<file path="config.mk">
export PLATFORM = sky130hd
export DESIGN_NAME = riscv_register_file
export DESIGN_NICKNAME = d
export VERILOG_FILES = /design/src/rtl/riscv_pkg.sv /design/src/rtl/riscv_register_file.sv
export SDC_FILE = /design/constraint.sdc
export NUM_CORES = 2
export LEC_CHECK = 0
export ABC_AREA = 0
export CELL_PAD_IN_SITES_DETAIL_PLACEMENT = 1
export CELL_PAD_IN_SITES_GLOBAL_PLACEMENT = 2
export CORE_UTILIZATION = 50
export DETAILED_ROUTE_END_ITERATION = 16
export GPL_ROUTABILITY_DRIVEN = 1
export PLACE_DENSITY_LB_ADDON = 0.25
export SYNTH_ARGS = -nofsm -noshare
export SYNTH_HDL_FRONTEND = slang
export SYNTH_SLANG_ARGS = --single-unit
</file>
<file path="constraint.sdc">
create_clock -name clk -period 5.9 [get_ports clk]
set_input_delay 1.18 -clock clk [delete_from_list [all_inputs] [get_ports clk]]
set_output_delay 1.18 -clock clk [all_outputs]
set_load 0.02 [all_outputs]
</file>
<file path="src/rtl/riscv_pkg.sv">
// Shared core widths and types for the RV32 pipeline.
// Decode and writeback import these so operand widths stay in step.
package riscv_pkg;

    localparam int XLEN       = 32;
    localparam int REG_ADDR_W = 5;

    typedef logic [REG_ADDR_W-1:0] reg_addr_t;
    typedef logic [XLEN-1:0]       xlen_t;

endpackage

</file>
<file path="src/rtl/riscv_register_file.sv">
// RV32 integer register file: x0 hardwired to zero, two combinational
// read ports with write-through bypass, one synchronous write port.
module riscv_register_file
    import riscv_pkg::*;
#(
    parameter int DATA_WIDTH = XLEN,
    parameter int ADDR_WIDTH = REG_ADDR_W
) (
    input  logic                  clk,
    input  logic                  rst_n,
    input  logic                  i_write_enable,
    input  logic [ADDR_WIDTH-1:0] i_write_address,
    input  logic [DATA_WIDTH-1:0] i_write_data,
    input  logic [ADDR_WIDTH-1:0] i_read_address_1,
    output logic [DATA_WIDTH-1:0] o_read_data_1,
    input  logic [ADDR_WIDTH-1:0] i_read_address_2,
    output logic [DATA_WIDTH-1:0] o_read_data_2
);

    localparam int NREG = 2 ** ADDR_WIDTH;

    logic [DATA_WIDTH-1:0] r_regs [1:NREG-1];
    logic                  w_wr_live;
    logic [DATA_WIDTH-1:0] w_stored_1;
    logic [DATA_WIDTH-1:0] w_stored_2;

    assign w_wr_live = i_write_enable && (i_write_address != '0);

    always_ff @(posedge clk or negedge rst_n) begin
        if (!rst_n) begin
            for (int i = 1; i < NREG; i++) begin
                r_regs[i] <= '0;
            end
        end else if (w_wr_live) begin
            r_regs[i_write_address] <= i_write_data;
        end
    end

    // x0 has no storage, so only index the array for nonzero addresses
    always_comb begin
        w_stored_1 = '0;
        w_stored_2 = '0;
        if (i_read_address_1 != '0) begin
            w_stored_1 = r_regs[i_read_address_1];
        end
        if (i_read_address_2 != '0) begin
            w_stored_2 = r_regs[i_read_address_2];
        end
    end

    function automatic logic [DATA_WIDTH-1:0] read_mux(
        input logic [ADDR_WIDTH-1:0] addr,
        input logic [DATA_WIDTH-1:0] stored
    );
        if (addr == '0) begin
            return '0;
        end else if (w_wr_live && (addr == i_write_address)) begin
            return i_write_data;
        end else begin
            return stored;
        end
    endfunction

    assign o_read_data_1 = read_mux(i_read_address_1, w_stored_1);
    assign o_read_data_2 = read_mux(i_read_address_2, w_stored_2);

endmodule

</file>
==> impl_metrics.ini <==
[setup_path]
cp_slowest_cell = clkdlybuf4s50_1
startpoint_type = input pin
crit_path_cell_trace = clkdlybuf4s50_1 -> nor3_2 -> a21boi_0 -> buf_4 -> nand3_2 -> nand2b_2 -> buf_12 -> o211ai_1 -> clkdlybuf4s50_1
cp_num_buf_inv = 4
cp_top_family = buffers and inverters
required_ps = 4720
slowest_delay_ps = 730
crit_type = input pin to primary output
crit_path_end_kind = primary output
arrival_ps = 4610
crit_top_cell = clkdlybuf4s50_1
crit_fanout = 17

[die]
die_w_um = 329.7
io_pins = 114
core-area_mm2 = 0.1059
dieArea_mm2 = 0.1087
initial_core_util = 0.5072
dieHeight_um = 329.7
row_count = 119

[clock_network]
clkLatencyLatePin_ps = 700
root_buffer = clkbuf_16
cts_buffers = 111
postCtsResizedCells = 0
cts_setup_buffers = 0
cts_sinks = 992
htreeDepth = 3
cts_tree = built
cts_max_path_buffers = 3
clk_pin_slew_ps = 50
hold_buffers = 0

[global_routing]
grt_overflow = 0
grt_pass1_wl_mm = 281.3
grt_max_degree = 149
antenna_found_initial = 4
grt_usage = 0.3554
grt_pass1_vias = 40610

[sta]
finalHoldViolCount = 0
rsz0062_at_grt = no
layout_setup_ws_ps = 109.9
setup_violations = 0
fin_crit_sh = 0.9814
tightest_slew_ps = 1232
fin_setup_tns_ps = 0
fmax_ghz = 0.1727
finalMaxSlewViolations = 0
period_minus_slack_ps = 5790
clock_skew_ps = 0
max_slew_margin = 0.1763

[final_layout]
stdcell_area_mm2 = 0.06061
layout-drive-gt1-share = 0.4846
fillers = 9698
fin_nets = 3785
area_growth_pct = 12.87
regMostFlops = r_regs
largestRegisters = r_regs x992
largest_reg_flops = 992
fin_util = 0.5725

[routing]
wire_per_inst_um = 36.33
drt_wl_total_mm = 189.7
dr.pass1.iters = 6
drtIter0Drc = 3408
num_vias = 36840
antenna_left = 0
vias_per_cell = 7.055
route.detailed.drc = 0

[place]
place_hpwl_mm = 112.4
portBuffers = 113
gp_congestion = 0.8507
placed_area_mm2 = 0.05681
post-place-ws_ps = 213.2

[pwr]
power_leakage_uw = 0.02629
clkPwrFrac = 0.343
swShare = 0.2829
p_int_uw = 15060
power_density_mw_per_mm2 = 346.5
ir_drop_v = 0.0002897
seq_power_share = 0.438
power.switching_uw = 5940
pwr-share-comb = 0.219

[run]
drv_cap = 0

[yosys]
avgSynthCellArea_um2 = 14.37
syn_nets = 3786
synthArstFlopShare = 1.000
yosysSeqAreaShare = 0.4623
netlist.area_leader.share = 0.4623
ys_types = 50
synth-seq-cells = 992
synth_area_mm2 = 0.05370
synth_top_area_cell = dfrtp_1
postSynthCellCount = 3736
synth_area_leaders = dfrtp_1, mux2_2, mux4_2
synth_edf_count = 0
ys.flop_type = dfrtp_1
synth_warnings = 0

[status]
status = completed

[hold_path]
hold_path.class = input pin to async pin
[synthesized netlist by cell type (32+ instances only)]
master / n
mux4_2: 386
mux2_2: 1047
o211ai_1: 32
buf_2: 120
o21ai_0: 32
a22o_1: 52
nor2_1: 56
buf_1: 67
nand3_1: 34
mux2i_1: 178
a221oi_1: 69
dfrtp_1: 992
a22oi_1: 88
buf_4: 32
a31oi_1: 32
clkbuf_1: 179
nand2_1: 118
[kinds of logic after synthesis]
group,count (synthesis),share of synthesized area
AO/OA/AOI/OAI,433,0.06082
XOR/XNOR,10,0.001631
buffers and inverters,413,0.03556
flip-flops,992,0.4623
multiplexers,1623,0.4172
AND/OR/NAND/NOR,265,0.02253
[layout make-up]
cell class	count	area (um2)	share of cell area
multi-input cells	2331	27260	0.4498
repair buffers	299	2985	0.04926
clock inverters	29	386.6	0.006379
clock buffers	177	3401	0.05611
flip-flops and latches	992	24820	0.4096
diodes	3	7.507	0.0001239
well taps	1391	1740	0.02872
[routing by layer]
| layer | track usage | up-vias | routed length [um] |
|---|---|---|---|
| met3 | 0.08503 | 476 | 16400 |
| met2 | 0.5459 | 1756 | 87940 |
| met4 | 0.1504 | 6 | 8326 |
| met5 | 0 | - | 29 |
| li1 | - | 14450 | - |
| met1 | 0.4850 | 20160 | 77040 |
[power groups by stage]
stage / Clock [uW] / Sequential (uW) / Combinational, uW
after floorplan: 0 / 8860 / 3280
after global placement: 0 / 9010 / 4350
after detailed placement: 0 / 9250 / 4560
after CTS: 7300 / 9150 / 4590
after global routing: 7570 / 9340 / 4870
final: 7210 / 9200 / 4600
[per-stage QoR]
stage,total power [uW],cells,hold WS (ps)
6_report,21000,5222,519.6
5_1_grt,21780,5220,535.5
3_5_place_dp,13810,5013,510.8
2_1_floorplan,12140,3736,469.7
4_1_cts,21040,5219,524.1
3_3_place_gp,13370,5013,482.6
[worst paths after layout]
path / from / end / slack (ps) / depth (start not counted)
worst max-delay path: i_write_address[2] / o_read_data_2[13] / 110 / 9
worst min-delay path: rst_n / r_regs[707]$_DFFE_PN0P_ / 520 / 1
worst max register to register: r_regs[327]$_DFFE_PN0P_ / r_regs[327]$_DFFE_PN0P_ / 5060 / 1
worst min register to register: r_regs[163]$_DFFE_PN0P_ / r_regs[163]$_DFFE_PN0P_ / 520 / 1
max in group asynchronous: rst_n / r_regs[903]$_DFFE_PN0P_ / 3930 / 2
min in group clk: r_regs[163]$_DFFE_PN0P_ / r_regs[163]$_DFFE_PN0P_ / 520 / 1
[cells in the final DEF (no fill, tap or decap), types with 38 or more instances in the layout]
cell type	synthesis	routed
mux2_2	1047	1047
dfrtp_1	992	992
mux4_2	386	386
mux2i_1	178	178
buf_4	32	154
clkbuf_16	0	115
nand2_1	118	103
clkdlybuf4s50_1	0	102
a22oi_1	88	88
a221oi_1	69	69
a22o_1	52	52
nor2_1	56	38
Power figures use the tool's default switching activity.
